### src/rtl/reg_read_scoreboard_if.sv
// rtl/reg_read_scoreboard_if.sv - decode/issue/writeback bundle for the read-port interlock
interface reg_read_scoreboard_if #(
  parameter int CNT_W = 3
);
  logic             flush;
  logic             issue_valid;
  logic [4:0]       rs1_sel;
  logic             rs1_used;
  logic [4:0]       rs2_sel;
  logic             rs2_used;
  logic [4:0]       rd_sel;
  logic             rd_we;
  logic             wb_valid;
  logic [4:0]       wb_sel;
  logic             stall;
  logic             issue_ok;
  logic [31:0]      busy_vec;
  logic [CNT_W-1:0] outstanding;
  logic             wb_error;
  logic [15:0]      stall_cycles;

  // decode/writeback side drives the request, observes the interlock
  modport master (
    output flush, issue_valid, rs1_sel, rs1_used, rs2_sel, rs2_used,
           rd_sel, rd_we, wb_valid, wb_sel,
    input  stall, issue_ok, busy_vec, outstanding, wb_error, stall_cycles
  );

  // scoreboard side
  modport slave (
    input  flush, issue_valid, rs1_sel, rs1_used, rs2_sel, rs2_used,
           rd_sel, rd_we, wb_valid, wb_sel,
    output stall, issue_ok, busy_vec, outstanding, wb_error, stall_cycles
  );
endinterface

### src/rtl/reg_read_scoreboard.sv
// rtl/reg_read_scoreboard.sv - RAW/WAW interlock with pending-write tracking and stall counter
module reg_read_scoreboard #(
  parameter int MAX_OUT   = 4,
  parameter int CNT_W     = 3,
  parameter int WB_BYPASS = 1
) (
  input  logic                 clk,
  input  logic                 rst_n,
  reg_read_scoreboard_if.slave bus
);
  localparam logic             BYP   = (WB_BYPASS != 0);
  localparam logic [CNT_W-1:0] MAX_C = CNT_W'(MAX_OUT);

  logic [31:0]      busy_q;
  logic [31:0]      busy_d;
  logic [CNT_W-1:0] out_q;
  logic             err_q;
  logic [15:0]      sc_q;

  logic legal_wb;
  logic rd_wr;
  logic haz1, haz2, hazd;
  logic full;
  logic stall_c;
  logic ok_c;
  logic do_set;
  logic do_clr;

  // hazard evaluation; a legal writeback to the same register hides the hazard when bypass is on
  always_comb begin
    legal_wb = bus.wb_valid && (bus.wb_sel != 5'd0) && busy_q[bus.wb_sel];
    rd_wr    = bus.rd_we && (bus.rd_sel != 5'd0);
    haz1     = busy_q[bus.rs1_sel] && !(BYP && legal_wb && (bus.wb_sel == bus.rs1_sel));
    haz2     = busy_q[bus.rs2_sel] && !(BYP && legal_wb && (bus.wb_sel == bus.rs2_sel));
    hazd     = busy_q[bus.rd_sel]  && !(BYP && legal_wb && (bus.wb_sel == bus.rd_sel));
    full     = (out_q == MAX_C) && !(BYP && legal_wb);
    stall_c  = bus.issue_valid && !bus.flush &&
               ((bus.rs1_used && haz1) || (bus.rs2_used && haz2) ||
                (rd_wr && hazd) || (rd_wr && full));
    ok_c     = bus.issue_valid && !stall_c && !bus.flush;
    do_set   = ok_c && rd_wr;
    do_clr   = legal_wb && !bus.flush;
  end

  // next pending vector: clear first so a same-register set wins
  always_comb begin
    busy_d = busy_q;
    if (do_clr) busy_d[bus.wb_sel] = 1'b0;
    if (do_set) busy_d[bus.rd_sel] = 1'b1;
    busy_d[0] = 1'b0;
  end

  // pending state, outstanding count, error pulse and saturating stall counter
  always_ff @(posedge clk or negedge rst_n) begin
    if (!rst_n) begin
      busy_q <= 32'd0;
      out_q  <= '0;
      err_q  <= 1'b0;
      sc_q   <= 16'd0;
    end else begin
      if (bus.flush) begin
        busy_q <= 32'd0;
        out_q  <= '0;
        err_q  <= 1'b0;
      end else begin
        busy_q <= busy_d;
        case ({do_set, do_clr})
          2'b10:   out_q <= out_q + CNT_W'(1);
          2'b01:   out_q <= out_q - CNT_W'(1);
          default: out_q <= out_q;
        endcase
        err_q <= bus.wb_valid && !legal_wb;
      end
      if (stall_c && (sc_q != 16'hFFFF)) sc_q <= sc_q + 16'd1;
    end
  end

  assign bus.stall        = stall_c;
  assign bus.issue_ok     = ok_c;
  assign bus.busy_vec     = busy_q;
  assign bus.outstanding  = out_q;
  assign bus.wb_error     = err_q;
  assign bus.stall_cycles = sc_q;
endmodule

### src/flat_wrapper.sv
// flat-port wrapper written by rule: the top's interface ports become plain ports
module reg_read_scoreboard_flat 
#(
  parameter int MAX_OUT   = 4,
  parameter int CNT_W     = 3,
  parameter int WB_BYPASS = 1
)
  (clk, rst_n, bus_flush, bus_issue_valid, bus_rs1_sel, bus_rs1_used, bus_rs2_sel, bus_rs2_used, bus_rd_sel, bus_rd_we, bus_wb_valid, bus_wb_sel, bus_stall, bus_issue_ok, bus_busy_vec, bus_outstanding, bus_wb_error, bus_stall_cycles);
  reg_read_scoreboard_if #(.CNT_W(CNT_W)) bus_i ();
  input  logic clk;
  input  logic rst_n;
  input wire logic [$bits(bus_i.flush)-1:0] bus_flush;
  input wire logic [$bits(bus_i.issue_valid)-1:0] bus_issue_valid;
  input wire logic [$bits(bus_i.rs1_sel)-1:0] bus_rs1_sel;
  input wire logic [$bits(bus_i.rs1_used)-1:0] bus_rs1_used;
  input wire logic [$bits(bus_i.rs2_sel)-1:0] bus_rs2_sel;
  input wire logic [$bits(bus_i.rs2_used)-1:0] bus_rs2_used;
  input wire logic [$bits(bus_i.rd_sel)-1:0] bus_rd_sel;
  input wire logic [$bits(bus_i.rd_we)-1:0] bus_rd_we;
  input wire logic [$bits(bus_i.wb_valid)-1:0] bus_wb_valid;
  input wire logic [$bits(bus_i.wb_sel)-1:0] bus_wb_sel;
  output wire logic [$bits(bus_i.stall)-1:0] bus_stall;
  output wire logic [$bits(bus_i.issue_ok)-1:0] bus_issue_ok;
  output wire logic [$bits(bus_i.busy_vec)-1:0] bus_busy_vec;
  output wire logic [$bits(bus_i.outstanding)-1:0] bus_outstanding;
  output wire logic [$bits(bus_i.wb_error)-1:0] bus_wb_error;
  output wire logic [$bits(bus_i.stall_cycles)-1:0] bus_stall_cycles;
  assign bus_i.flush = bus_flush;
  assign bus_i.issue_valid = bus_issue_valid;
  assign bus_i.rs1_sel = bus_rs1_sel;
  assign bus_i.rs1_used = bus_rs1_used;
  assign bus_i.rs2_sel = bus_rs2_sel;
  assign bus_i.rs2_used = bus_rs2_used;
  assign bus_i.rd_sel = bus_rd_sel;
  assign bus_i.rd_we = bus_rd_we;
  assign bus_i.wb_valid = bus_wb_valid;
  assign bus_i.wb_sel = bus_wb_sel;
  assign bus_stall = bus_i.stall;
  assign bus_issue_ok = bus_i.issue_ok;
  assign bus_busy_vec = bus_i.busy_vec;
  assign bus_outstanding = bus_i.outstanding;
  assign bus_wb_error = bus_i.wb_error;
  assign bus_stall_cycles = bus_i.stall_cycles;
  reg_read_scoreboard #(.MAX_OUT(MAX_OUT), .CNT_W(CNT_W), .WB_BYPASS(WB_BYPASS)) u_core (.clk(clk), .rst_n(rst_n), .bus(bus_i));
endmodule
### config.mk
export PLATFORM = sky130hd
export DESIGN_NAME = reg_read_scoreboard_flat
export DESIGN_NICKNAME = d
export VERILOG_FILES = /design/src/rtl/reg_read_scoreboard_if.sv /design/src/rtl/reg_read_scoreboard.sv /design/src/flat_wrapper.sv
export SDC_FILE = /design/constraint.sdc
export NUM_CORES = 1
export LEC_CHECK = 0
export CORE_ASPECT_RATIO = 1.75
export CORE_MARGIN = 2
export CORE_UTILIZATION = 45
export DETAILED_ROUTE_END_ITERATION = 6
export GPL_TIMING_DRIVEN = 0
export PLACE_DENSITY_LB_ADDON = 0.05
export RECOVER_POWER = 25
export SETUP_SLACK_MARGIN = 0.5
export SYNTH_ARGS = -nofsm -noshare
export SYNTH_HDL_FRONTEND = slang
export SYNTH_SLANG_ARGS = --single-unit
### constraint.sdc
create_clock -name clk -period 3.3 [get_ports clk]
set_input_delay 0.33 -clock clk [delete_from_list [all_inputs] [get_ports clk]]
set_output_delay 0.33 -clock clk [all_outputs]
set_load 0.02 [all_outputs]
==> qor.yml, run 1 <==
floorplan:
  ios: 82
  std_cell_rows: 46
  initial_utilization_pct: 45.9
  die_area_mm2: 0.0100
  die_y_um: 131
  core_area_mm2: 0.00904
  die_w_um: 76.6
cells_and_area:
  finish.net_count: 583
  area_growth_pct: 45.1
  fin_cells: 674
  final_layout_size_suffix_gt1_share_pct: 32.7
  antenna_cells: 0
worst_hold_path:
  min_path_type: "reg -> reg"
flow_run:
  drv_cap: 0
critical_path:
  slowest_delay_ps: 460
  crit_path_cell_trace: "mux4_2 -> or3b_1 -> a32oi_1 -> or4_4 -> a32oi_4 -> buf_4 -> buf_4 -> nor3_4 -> and2_4 -> buf_6"
  critPathKind: "reg -> out"
  cp.arrival_ps: 2900
  cp-end-kind: "primary output"
  crit_fanout: 4
  critPathLaunchType: "flop"
  worst_ep_required_time_ps: 2970
  crit_top_cell: "buf_4"
  critPathSlowestCell: "mux4_2"
synth:
  synth_cells: 434
  yosysSeqAreaShare_pct: 30.8
  synth_area_mm2: 0.00415
  syn-num-nets: 464
  yosysWarnings: 0
  synth-async-reset-ratio_pct: 100
  ys_ff_latch: 51
  ys.flop_type: "dfrtp_1"
  ys_types: 67
  synth_edf_count: 0
  syn_area_per_cell_um2: 9.56
routing:
  vias: 4153
  wl_per_cell_um: 23.2
  drt-total-wl_um: 15600
  viasPerCell: 6.16
  post-route-drc-count: 0
  firstDrtPassIters: 4
  final_antenna_net_count: 0
  dr.first_iter.drc_count: 273
global_route:
  overflow: 0
  grt_max_degree: 39
  grt_usage_pct: 30.9
  first_global_vias: 4135
  antenna_found_initial: 0
  grt_first_pass_wirelength_um: 23400
cts:
  clock_latency_ps: 300
  htree_levels: 2
  cts_buffers: 5
  cts_tree: "done"
  cts_sinks: 51
  cts_buffer_depth: 2
  clk_pin_slew_ps: 70
  cts-root-buf: "clkbuf_16"
pwr:
  p_int_mw: 1.21
  p_clk_share_pct: 30.3
  cellPowerDensity_mw_per_mm2: 296
  peakVddDrop_uv: 301
  finalPower_mw: 1.78
  power_switching_mw: 0.575
  swShare_pct: 32.2
  pwr-share-seq_pct: 39.6
  power_leakage_nw: 2.38
  power_frac_comb_pct: 30.1
sta:
  finalMaxSlewViolations: 0
  period_needed_ps: 3230
  skew_ps: 3.62
  hold_viol: 0
  rsz0062_at_grt: "true"
  worst_slew_pin_slew_ps: 1030
  clock.fmax_mhz: 310
  slew_headroom_pct: 31.6
  fin_tns_setup_ps: 0
  finalSetupViolations: 0
  period_share_pct: 97.9
  worst_hold_slack_ps: 490
place:
  gp_congestion: 0.953
  port_buffers: 75
  dpl.hpwl_um: 10600
  dp_cells: 630
run_status:
  status: "finished, final reports clean"
==> routing by layer <==
metal | up-vias | track usage (%) | part of all wire (%)
met3 | 63 | 5.15 | 5.3
met4 | 0 | 21.3 | 7.2
met5 | - | 0 | 0
met1 | 2044 | 33.6 | 36
li1 | 1859 | - | -
met2 | 187 | 55.0 | 52
==> repair_timing <==
action                     4_1_cts  5_1_grt
pin swaps                       19       31
hold endpoints to repair        13        0
cloned                           0        1
setup endpoints to repair       52       51
resized for setup               89       73
buffers inserted                26        8
hold buffers                     1        0
==> cell type report <==
type / instances / area [µm²]
timing repair buffer: 112 / 1100
clock inverter: 2 / 17.5
inverter: 7 / 26.3
tap: 120 / 150
fill: 750 / 3020
buffer: 33 / 274
clock buffer: 6 / 129
sequential: 51 / 1300
multi-input combinational: 343 / 3030
==> power groups by stage <==
stage / Sequential, mW / Clock (mW) / Combinational [mW]
floorplan: 0.752 / 0 / 0.213
global placement: 0.714 / 0 / 0.427
detailed placement: 0.715 / 0 / 0.434
CTS: 0.705 / 0.540 / 0.484
global route: 0.711 / 0.561 / 0.568
finish: 0.707 / 0.541 / 0.537
==> final timing paths <==
check                                            start                     endpoint  slack [ps]  depth (start not counted)
setup / recovery               u_core.bus.busy_vec[14]                 bus_issue_ok          70                         10
hold / removal             u_core.bus.stall_cycles[10]  u_core.bus.stall_cycles[10]         490                          1
setup reg to reg               u_core.bus.busy_vec[14]    u_core.bus.outstanding[1]          90                         11
hold reg to reg            u_core.bus.stall_cycles[10]  u_core.bus.stall_cycles[10]         490                          1
max in group asynchronous                        rst_n      u_core.bus.busy_vec[14]        1130                          3
min in group asynchronous                        rst_n      u_core.bus.busy_vec[29]         630                          2
==> cells by family after synthesis <==
kind of cell | synth area share, %
flops | 30.8
xor+xnor | 6.54
buf+inv | 4.55
mux | 16.9
compound gates | 14.3
other cells | 0.0904
fa+ha+maj | 0.784
simple gates | 26.1
==> layout by cell type (no fill, tap or decap), types with 12 or more instances in the layout <==
| cell | synthesis | layout |
|---|---|---|
| dfrtp_2 | 0 | 16 |
| nand3_1 | 17 | 16 |
| mux4_2 | 15 | 15 |
| o21ai_2 | 0 | 24 |
| dfrtp_1 | 51 | 35 |
| buf_6 | 1 | 23 |
| mux2i_1 | 27 | 27 |
| xor2_1 | 19 | 19 |
| nand2_1 | 17 | 14 |
| nor2b_1 | 37 | 37 |
| clkdlybuf4s50_1 | 0 | 61 |
| xnor2_1 | 12 | 12 |
| o21ai_0 | 43 | 26 |
| buf_4 | 4 | 26 |
==> cell usage after synthesis (2+ instances only) <==
cell type   n  area (µm²)
a21oi_1     2        10.0
a221oi_1    2        17.5
a31oi_1     4        25.0
a32oi_1     2        17.5
and2_1      2        12.5
and3_1      8        50.1
and3b_1     4        35.0
buf_1       2        7.51
buf_2      13        65.1
buf_4       4        30.0
clkbuf_1   13        48.8
dfrtp_1    51        1280
inv_1       7        26.3
mux2_1      2        22.5
mux2_2      5        56.3
mux2i_1    27         270
mux4_2     15         338
nand2_1    17        63.8
nand2b_1    3        18.8
nand3_1    17        85.1
nand3b_1    7        52.6
nand4_1     5        31.3
nand4b_1    3        26.3
nor2_1     10        37.5
nor2b_1    37         231
nor3_1      8        40.0
nor3_2      5        50.1
nor3b_1     7        52.6
nor3b_2     5        62.6
nor4_1      4        25.0
nor4b_1     3        26.3
o211ai_1    2        15.0
o21ai_0    43         215
o21ai_1    18        90.1
o22ai_1     6        37.5
or3_1       4        25.0
or3b_1      4        35.0
or3b_2      2        17.5
or4_1       2        15.0
or4_4       2        22.5
or4b_1      2        20.0
xnor2_1    12         105
xor2_1     19         166
==> metrics by stage <==
stage | setup WS [ps] | utilization (%) | instance area (µm²)
2_1_floorplan | 310 | - | 4220
3_3_place_gp | -774 | 56.6 | 5120
3_5_place_dp | -870 | 56.8 | 5130
4_1_cts | 113 | 63.3 | 5720
5_1_grt | -27.9 | 66.6 | 6020
6_report | 69.9 | 66.6 | 6020
==> state kept, by name, indices dropped and copies added (netlist names) <==
register,cells
u_core.bus.outstanding,3
u_core.bus.wb_error,1
u_core.bus.stall_cycles,16
u_core.bus.busy_vec,31
==> critical path, delay by kind of cell, from the launching register on <==
kind	cells	cell delay, ps
mux	1	460
compound gates	2	350
buf+inv	3	410
flops	1	420
simple gates	4	950
No activity file was read; power rests on OpenSTA's default activity.
==> inputs of run 2 (changes only) <==
GPL_ROUTABILITY_DRIVEN = 0   (was default)
PLACE_DENSITY = 0.74   (was default)
PLACE_DENSITY_LB_ADDON = default   (was 0.05)
==> run 2 against run 1 <==
Effect of this change:
- register-to-register slack hardly changed
- critical path depth is 1 higher
- cell count increased by 3.4%
- clock power is 16% higher
- global-route usage rose by 1.6 points
- the run now ends with max-capacitance violations, max-slew violations left
- first-iteration DRC count up 97%
- critical endpoint is now u_core.bus.outstanding[1]
- highest routed layer unchanged
- core utilization rose by 2.7 points
- worst setup slack better by 24 ps
- cell area up 4.1%
- via count up 8.6%
- combinational power is 4.8% higher
- count of clock-buffer cells in the layout is the same
==> qor.yml, run 2 (synthesis results as in run 1) <==
cts:
  cts_buffers: 5  # unchanged
  cts_tree: "done"
  cts_sinks: 51  # unchanged
  clk_pin_slew_ps: 80  # about the same
  clock_latency_ps: 300  # about the same
  cts_buffer_depth: 2  # unchanged
  cts-root-buf: "clkbuf_16"
  holdBufCountCts: 0  # -1
  htree_levels: 2  # unchanged
floorplan:
  ios: 82  # unchanged
  core_area_mm2: 0.00904  # unchanged
  die_y_um: 131  # unchanged
  die_w_um: 76.6  # unchanged
  initial_utilization_pct: 45.9  # unchanged
  die_area_mm2: 0.0100  # unchanged
  std_cell_rows: 46  # unchanged
pwr:
  peakVddDrop_uv: 505  # +68%
  cellPowerDensity_mw_per_mm2: 303  # +2.2%
  finalPower_mw: 1.90  # +6.4%
  power_leakage_nw: 2.51  # +5.5%
critical_path:
  worst_ep_required_time_ps: 3540  # +570 ps
  reg2reg_to: "u_core.bus.outstanding[1]"
  cp-end-kind: "flop"
  critPathKind: "reg -> reg"
  crit_fanout: 4  # unchanged
  r2r_cells: 11  # unchanged
  r2r_start: "u_core.bus.busy_vec[31]"
  cp.arrival_ps: 3440  # +540 ps
  critPathLaunchType: "flop"
  r2r_setup_slack_ps: 90  # about the same
cells_and_area:
  final_cell_mix: "59 x clkdlybuf4s50_1, 45 x buf_4, 37 x nor2b_1, 33 x dfrtp_1, 32 x o21ai_0"
  nFillCells: 666  # -11%
  finish.net_count: 606  # +3.9%
  layout_commonest_cell: "clkdlybuf4s50_1"
  antenna_cells: 0  # unchanged
  largest_reg_flops: 31  # unchanged
  utilization_pct: 69.3  # +2.7 points
  area_growth_pct: 51.0
  final_layout_size_suffix_gt1_share_pct: 34.5  # +1.8 points
  design_area_mm2: 0.00627  # +4.1%
run_status:
  violations: "max-capacitance violations, max-slew violations"
  status: "complete, but fails checks"
flow_run:
  drv_cap: 1  # +1
sta:
  clock.fmax_mhz: 312  # +0.74%
  slew_headroom_pct: -10.7  # -42 points
  hold_viol: 0  # unchanged
  finalSetupViolations: 0  # unchanged
  worst_slew_pin_slew_ps: 1660  # +635 ps
  rsz0062_at_grt: "true"
  fin_tns_setup_ps: 0  # unchanged
  period_share_pct: 97.2  # -0.72 points
  skew_ps: 9.76  # +6.15 ps
  finalMaxSlewViolations: 30  # +30
  period_needed_ps: 3210  # -23.6 ps
routing:
  viasPerCell: 6.47  # +5.0%
  dr.first_iter.drc_count: 539  # +97%
  firstDrtPassIters: 6  # +2
  final_antenna_net_count: 0  # unchanged
  post-route-drc-count: 0  # unchanged
  drt-total-wl_um: 16500  # +5.6%
  wl_per_cell_um: 23.7  # +2.1%
  vias: 4510  # +8.6%
global_route:
  grt_max_degree: 30  # -23%
  first_global_vias: 4621  # +12%
  overflow: 0  # unchanged
  grt_first_pass_wirelength_um: 24700  # +5.5%
  antenna_found_initial: 0  # unchanged
  grt_usage_pct: 32.5  # +1.6 points
place:
  post_dp_cell_area_mm2: 0.00513  # unchanged
  dpl.hpwl_um: 10600  # +0.10%
  port_buffers: 75  # unchanged
worst_hold_path:
  min_path_type: "in -> async"
run 2: cell count changes in the layout (fill, tap and decap cells not counted), sizes merged:
cell and change:
bufinv +1, buf +25, clkinv -1, dlymetal6s2s +2
clkdlybuf4s15 +2, clkdlybuf4s50 -2, dlygate4sd2 -2, dlygate4sd3 -1
clkbuf -1
run 2: power by group:
group / internal (mW) / total, mW / switching (mW)
clock network: 0.378 / 0.630 / 0.252
logic: 0.274 / 0.563 / 0.289
registers: 0.661 / 0.705 / 0.0444
run 2: how the worst max path moves through the flow:
stage,to,depth (start not counted),start
2_1_floorplan,u_core.bus.outstanding[1],13,bus_rd_sel[1]
3_3_place_gp,bus_stall,11,bus_rs2_sel[0]
3_5_place_dp,bus_stall,11,bus_rs1_sel[1]
4_1_cts,u_core.bus.outstanding[1],11,u_core.bus.busy_vec[19]
5_1_grt,u_core.bus.outstanding[1],11,u_core.bus.busy_vec[10]
6_report,u_core.bus.outstanding[1],11,u_core.bus.busy_vec[31]
run 2: what timing repair did:
action                     CTS  global route
resized for setup           94            71
setup endpoints to repair   52            49
hold endpoints to repair     0             0
gates cloned                 0             1
pin swaps                   22            19
setup buffers               47            11
run 2: final cells by class:
class | instances | area, µm² | area share (%)
buffer | 33 | 273 | 4.35
clock buffer | 6 | 139 | 2.22
clock inverter | 2 | 35.0 | 0.559
inverter | 7 | 26.3 | 0.419
multi-input combinational | 343 | 3060 | 48.9
sequential | 51 | 1300 | 20.7
tap | 120 | 150 | 2.40
timing repair buffer | 135 | 1280 | 20.4
run 2: metal layers:
layer | track usage [%] | up-vias | part of all wire (%) | wire (µm)
met5 | 0 | - | 0 | 0
met4 | 27.1 | 0 | 8.7 | 1430
met3 | 5.29 | 114 | 8.1 | 1330
met2 | 58.7 | 333 | 51 | 8460
met1 | 32.8 | 2164 | 32 | 5270
li1 | - | 1899 | - | -
run 2: metrics by stage:
stage               hold WS (ps)  setup slack [ps]  std cells
global placement             472              -804        629
finish                       298              93.5        697
floorplan                   34.4               310        434
CTS                         36.9               127        685
global route                 391              10.3        697
detailed placement           347              -860        630
run 2: worst max-delay path: stages, from the launching register on:
cell and delay, ps:
dfrtp_2 450, mux4_2 470, mux2_4 270, a211o_4 360
nand4_4 140, o22ai_4 120, nor4_4 310, nor3_2 90
fa_2 550, nand2_1 50, mux2_4 270, nand2_1 50
==> inputs of run 3 (changes only) <==
ABC_AREA = 1   (was default)
PLACE_DENSITY = 0.73   (was 0.74)
==> run 3 against run 2 <==
Effect of this change:
- the flow now finishes without violations
- synthesized cell count rose by 72%
- maximum frequency rose by 16%
- core utilization is 11 points lower
- flip-flop and latch count stayed put
- global-route usage shrank 2.5 points
- highest routed layer unchanged
- worst setup slack better by 440 ps
- critical path type is now in -> reg
- synthesized area is 7.6% higher
- hold slack better by 140 ps
- non-clock buffer count is 51 lower
- sequential power fell by 2%
- clock skew is 3.8 ps lower
- largest power group unchanged
==> qor.yml, run 3 <==
critical_path:
  worst_ep_required_time_ps: 3490  # -50 ps
  critPathLaunchType: "input port"
  crit_fanout: 10  # +6
  cp.arrival_ps: 2950  # -490 ps
  critPathKind: "in -> reg"
  cp-end-kind: "flop"
  worstSetupStartpoint: "bus_rs1_sel[0]"
  r2r_start: "u_core.bus.busy_vec[14]"
place:
  port_buffers: 73  # -2.7%
  dp_cells: 945  # +50%
  dpl.hpwl_um: 12200  # +15%
  pre_cts_slack_ps: -287  # +573 ps
sta:
  period_needed_ps: 2770  # -440 ps
  skew_ps: 5.94  # -3.82 ps
  slew_headroom_pct: 35.2  # +46 points
  finalMaxSlewViolations: 0  # -100%
  clock.fmax_mhz: 361  # +16%
  worst_hold_slack_ps: 440  # +142 ps
  rsz0062_at_grt: "true"
  finalWorstSetupSlack_ps: 534  # +440 ps
  finalSetupViolations: 0  # unchanged
  worst_slew_pin_slew_ps: 972  # -689 ps
  period_share_pct: 83.8  # -13 points
  hold_viol: 0  # unchanged
floorplan:
  die_w_um: 79.3  # +3.5%
  core_area_mm2: 0.00979  # +8.3%
  ios: 82  # unchanged
  initial_utilization_pct: 45.6  # -0.31 points
  std_cell_rows: 48  # +4.3%
  die_y_um: 136  # +3.6%
  die_area_mm2: 0.0108  # +7.3%
synth:
  ys.flop_type: "dfrtp_1"
  synth_cells: 746  # +72%
  synth-async-reset-ratio_pct: 100  # unchanged
  synth_area_leaders: "dfrtp_1 29%, nand2_1 26%, nand3_1 11%"
  syn_area_per_cell_um2: 5.98  # -37%
  ys_top_cells_by_count: "306 x nand2_1, 95 x nand3_1, 62 x inv_1"
  syn-num-nets: 776  # +67%
  yosys.area.top_type: "dfrtp_1"
  yosysWarnings: 0  # unchanged
  ys_types: 30  # -55%
  netlist.area_leader.share_pct: 28.6  # -2.2 points
  synth_area_mm2: 0.00446  # +7.6%
  yosysMostFrequentCell: "nand2_1"
  ys_ff_latch: 51  # unchanged
  synth_edf_count: 0  # unchanged
  yosysSeqAreaShare_pct: 28.6  # -2.2 points
cts:
  cts_sinks: 51  # unchanged
  clock_latency_ps: 290  # about the same
  clk_pin_slew_ps: 60  # -20 ps
  cts-root-buf: "clkbuf_16"
  cts_buffer_depth: 2  # unchanged
  htree_levels: 2  # unchanged
  cts_buffers: 5  # unchanged
  cts_tree: "done"
pwr:
  p_clk_share_pct: 33.7  # +0.5 points
  peakVddDrop_uv: 319  # -37%
  power_frac_comb_pct: 26.1  # -3.6 points
  power_leakage_nw: 2.53  # +0.89%
  cellPowerDensity_mw_per_mm2: 301  # -0.80%
  p_int_mw: 1.18  # -10%
  swShare_pct: 31.4  # +0.53 points
  power_switching_mw: 0.539  # -7.9%
  pwr-share-seq_pct: 40.2  # +3.0 points
cells_and_area:
  layout_commonest_cell: "nand2_1"
  largest_reg_flops: 31  # unchanged
  nFillCells: 958  # +44%
  final_cell_mix: "302 x nand2_1, 92 x nand3_1, 62 x inv_1, 61 x clkdlybuf4s50_1, 55 x nor2_1"
  fin_cells: 962  # +38%
  final_layout_size_suffix_gt1_share_pct: 12.1  # -22 points
  antenna_cells: 0  # unchanged
  finish.net_count: 867  # +43%
  area_growth_pct: 28.1
global_route:
  overflow: 0  # unchanged
  antenna_found_initial: 0  # unchanged
  grt_max_degree: 36  # +20%
  grt_first_pass_wirelength_um: 25000  # +1.2%
  grt_usage_pct: 30.0  # -2.5 points
  first_global_vias: 5146  # +11%
flow_run:
  drv_cap: 0  # -1
run_status:
  status: "finished, final reports clean"
routing:
  dr.first_iter.drc_count: 350  # -35%
  vias: 5296  # +17%
  firstDrtPassIters: 7  # +1
  post-route-drc-count: 0  # unchanged
  final_antenna_net_count: 0  # unchanged
  drt-total-wl_um: 15900  # -3.6%
  wl_per_cell_um: 16.5  # -30%
  viasPerCell: 5.51  # -15%
worst_hold_path:
  min_from: "bus_flush"
  min_path_type: "in -> reg"
==> run 3: final timing paths <==
| check | end | depth (start not counted) | slack, ps |
|---|---|---|---|
| max reg2reg | u_core.bus.outstanding[2] | 22 | 650 |
| min | u_core.bus.busy_vec[31] | 2 | 440 |
| max | u_core.bus.outstanding[2] | 22 | 530 |
| min reg2reg | u_core.bus.stall_cycles[3] | 1 | 520 |
| max in group asynchronous | u_core.bus.busy_vec[29] | 3 | 1870 |
| min in group asynchronous | u_core.bus.stall_cycles[2] | 2 | 710 |
==> run 3: power by group through the flow <==
| stage | sequential [mW] | clock [mW] | combinational (mW) |
|---|---|---|---|
| 2_1_floorplan | 0.728 | 0 | 0.214 |
| 5_1_grt | 0.694 | 0.606 | 0.487 |
| 3_5_place_dp | 0.701 | 0 | 0.421 |
| 4_1_cts | 0.691 | 0.589 | 0.439 |
| 6_report | 0.691 | 0.578 | 0.449 |
| 3_3_place_gp | 0.699 | 0 | 0.413 |
==> run 3: layout make-up <==
type	instances	area (µm²)	share of cell area (%)
Multi-Input combinational cell	587	2760	48.3
Sequential cell	51	1280	22.4
Timing Repair Buffer	84	805	14.1
Inverter	75	289	5.05
Buffer	33	260	4.55
Tap cell	125	156	2.74
Clock buffer	5	125	2.19
Clock inverter	2	37.5	0.656
==> run 3: logic make-up after synthesis <==
logic type	after synthesis	synth area share, %
and+or+nand+nor	500	48.0
buffers and inverters	108	11.2
AOI/OAI and AO/OA	60	6.73
DFF	51	28.6
xor gates and xnor gates	24	4.71
adders and majority gates	2	0.729
other	1	0.0840
==> run 3: per-layer routing <==
metal	vias to the layer above	global-route usage [%]	wire length (µm)
met2	279	55.3	8520
met3	74	4.80	955
met4	0	19.3	905
met5	-	0	0
met1	2418	30.5	5510
li1	2525	-	-
==> run 3: metrics by stage <==
stage / power [mW] / util (%) / setup TNS [ps] / instance area [µm²]
4_1_cts: 1.72 / 57.9 / 0 / 5670
5_1_grt: 1.79 / 58.4 / 0 / 5720
3_3_place_gp: 1.11 / 54.7 / -229 / 5350
6_report: 1.72 / 58.4 / 0 / 5720
3_5_place_dp: 1.12 / 54.8 / -294 / 5370
2_1_floorplan: 0.942 / - / 0 / 4460
==> run 3: critical path, cell delays in order <==
cell             delay, ps
clkdlybuf4s50_1        430
buf_6                  160
buf_4                  170
nand2_1                 80
nand3_1                 90
nand3_2                100
nand3_1                100
a21oi_2                150
nor2_1                  60
nand2_2                110
inv_2                   40
nor2_2                 100
nand3_2                 90
nand2_2                 80
inv_1                   60
fa_2                   350
xnor2_2                170
inv_1                   60
nand2_1                 70
nand2_1                 50
nand2_1                 50
nand2_1                 40
==> run 3: repair_timing <==
| action | CTS | global route |
|---|---|---|
| pin swaps | 3 | 2 |
| hold buffers | 1 | 0 |
| setup buffers | 5 | 4 |
| resized for setup | 39 | 18 |
| setup endpoints to repair | 4 | 4 |
| endpoints found under the hold margin | 16 | 0 |
==> variant: new RTL, config.mk and constraints of run 1 <==
`CNT_W` is set to 3 in 3 places; all go to 6.
--- a/src/rtl/reg_read_scoreboard_if.sv
+++ b/src/rtl/reg_read_scoreboard_if.sv
@@ -1,6 +1,6 @@
 // rtl/reg_read_scoreboard_if.sv - decode/issue/writeback bundle for the read-port interlock
 interface reg_read_scoreboard_if #(
-  parameter int CNT_W = 3
+  parameter int CNT_W = 6
 );
   logic             flush;
   logic             issue_valid;
--- a/src/rtl/reg_read_scoreboard.sv
+++ b/src/rtl/reg_read_scoreboard.sv
@@ -1,7 +1,7 @@
 // rtl/reg_read_scoreboard.sv - RAW/WAW interlock with pending-write tracking and stall counter
 module reg_read_scoreboard #(
   parameter int MAX_OUT   = 4,
-  parameter int CNT_W     = 3,
+  parameter int CNT_W     = 6,
   parameter int WB_BYPASS = 1
 ) (
   input  logic                 clk,
--- a/src/flat_wrapper.sv
+++ b/src/flat_wrapper.sv
@@ -2,7 +2,7 @@
 module reg_read_scoreboard_flat 
 #(
   parameter int MAX_OUT   = 4,
-  parameter int CNT_W     = 3,
+  parameter int CNT_W     = 6,
   parameter int WB_BYPASS = 1
 )
   (clk, rst_n, bus_flush, bus_issue_valid, bus_rs1_sel, bus_rs1_used, bus_rs2_sel, bus_rs2_used, bus_rd_sel, bus_rd_we, bus_wb_valid, bus_wb_sel, bus_stall, bus_issue_ok, bus_busy_vec, bus_outstanding, bus_wb_error, bus_stall_cycles);
Interface: changed (resized bus_outstanding); port bits go from 82 to 85. The function was not compared with the original's and may differ.
==> variant against run 1 <==
The flow now finishes with violations (setup timing); hold slack better by 0.0020 ns; area after synthesis up 0.78%; power up 4.2%; routed wire length down 0.88%; sequential power up 4.0%; clock skew up 0.0077 ns; register-to-register slack worse by 0.86 ns; via count up 2.4%; setup slack worse by 0.84 ns; design area down 0.60%; fmax down 21%; combinational power down 6.5%; critical path depth up 5; sequential cell count up 3; critical endpoint is now u_core.bus.outstanding[5]$_DFFE_PN0P_; largest cell class unchanged; largest power group unchanged.
==> variant: results (changes against run 1) <==
status=complete, but fails checks; failing checks=setup timing; final net count=594 (+1.9%); fin worst setup slack=-0.768 ns (-0.838 ns); iteration count of the initial detailed-routing pass=5 (+1); Worst setup startpoint=u_core.bus.busy_vec[31]$_DFF_PN0_; post-synthesis cell type count=63 (-6.0%); largest family of logic cells by synthesized area=simple AND/OR/NAND/NOR gates; gp weighted congestion=0.987 (+3.6%); mux cell area share after synthesis=17.2% (+0.32 points); Crit path max-delay family=compound AO/OA/AOI/OAI gates; final count of pins violating max slew=0 (unchanged); Hold WC Path Type=reg -> reg; worst-path maximum fanout=5 (+1); post-DP HPWL=10,700 um (+1.5%); Synth Instances=440 (+1.4%); max reg flops=31 (unchanged); n_diodes=0 (unchanged); Max stage delay on crit path=0.46 ns (about the same); clk root buf=clkbuf_16; Cells after DPL=633 (+0.48%); H-Tree Level Count=2 (unchanged); syn nets=474 (+2.2%); Layout Cells excl Fill=681 (+1.0%); Reg clk slew, reported paths=0.08 ns; wire per inst=22.7 um (-1.9%); DRC=0 (unchanged); routed vias=4,254 (+2.4%); P_leak=2.41 nW (+1.3%); first-pass GRT wire length=24,000 um (+2.5%); Worst Hold Launch=u_core.bus.stall_cycles[13]$_DFFE_PN0P_; clk buf depth=2 (unchanged); CP endpoint=u_core.bus.outstanding[5]$_DFFE_PN0P_; Ys Warns=0 (unchanged); Synth Area in Compound Gates=17.4% (+3.2 points); XOR/XNOR Fraction of Synth Area=7.12% (+0.58 points); I/O Buffers=72 (-4.0%); GR Util All Layers=30.7% (-0.14 points); Synth Area in Adders=1.97% (+1.2 points); Fin Clk Skew=0.0113 ns (+0.00767 ns); filler cell count=791 (+5.5%); crit path DAT=4.26 ns (+1.36 ns); Initial DRC Count=466 (+71%); largest net degree at the start of global routing=40 (+2.6%); Reg2Reg Depth=15 (+4); peak supply drop=0.456 mV (+51%); top cells by count, synth=54 x dfrtp_1, 53 x o21ai_0, 27 x mux2i_1; layout cells sized above 1=29.8% (-2.9 points); post-synthesis async set-or-reset flop share=100% (unchanged); count of final setup violators=10 (+10); Slew HR=33.4% (+1.7 points); CTS buffer count=5 (unchanged); vias in the first global route=4,405 (+6.5%); Seq/Total Area, Yosys=32.3% (+1.6 points); synth top area cells=dfrtp_1 32%, mux4_2 8.6%, mux2i_1 6.5%, o21ai_0 6.3%, xnor2_1 4.6%; Hold Path End=u_core.bus.stall_cycles[13]$_DFFE_PN0P_
-- variant: metrics by stage --
stage               cell area, um2  TNS [ns]  hold slack [ns]  utilization (%)  worst slack, ns
floorplan                     4240    -0.948           0.0344                -           -0.617
global placement              5110    -39.59            0.476             56.6            -1.70
detailed placement            5130    -39.37            0.275             56.7            -1.76
CTS                           5650     -1.41            0.497             62.5           -0.697
global route                  5980     -3.85            0.520             66.2           -0.881
finish                        5980     -2.31            0.492             66.2           -0.768
-- variant: final cells by class --
| type | count | area share (%) |
|---|---|---|
| flip-flops and latches | 54 | 22.8 |
| clock inverters | 3 | 0.732 |
| repair buffers | 113 | 18.0 |
| clock buffers | 5 | 2.09 |
| multi-input cells | 345 | 49.7 |
| inverters | 9 | 0.565 |
| plain buffers | 32 | 3.53 |
| well taps | 120 | 2.51 |
-- variant: power by group --
part	switching [mW]	total, mW	internal (mW)
Combinational	0.277	0.502	0.224
Sequential	0.0406	0.735	0.695
Clock	0.262	0.622	0.360
-- variant: timing repair --
item                                    in CTS  in global routing
gates resized for setup                     62                 87
endpoints found under the setup margin      55                 55
cloned                                       0                  1
buffers inserted                            23                 15
endpoints found under the hold margin       15                  0
pin swaps                                   17                 13
hold buffers                                 1                  0
-- variant: cell families after synthesis --
kind of cell	count (synthesis)
and+or+nand+nor	139
AOI/OAI and AO/OA	114
DFF	54
muxes	51
buffers and inverters	41
xor gates and xnor gates	34
adders and majority gates	6
other	1
-- variant: metal layers --
metal  wire (um)  track usage (%)  vias to the layer above
li1            -                -                     1881
met5           0                0                        -
met2        8090             54.0                      203
met1        5630             34.3                     2113
met4         906             18.9                        0
met3         852             4.40                       57
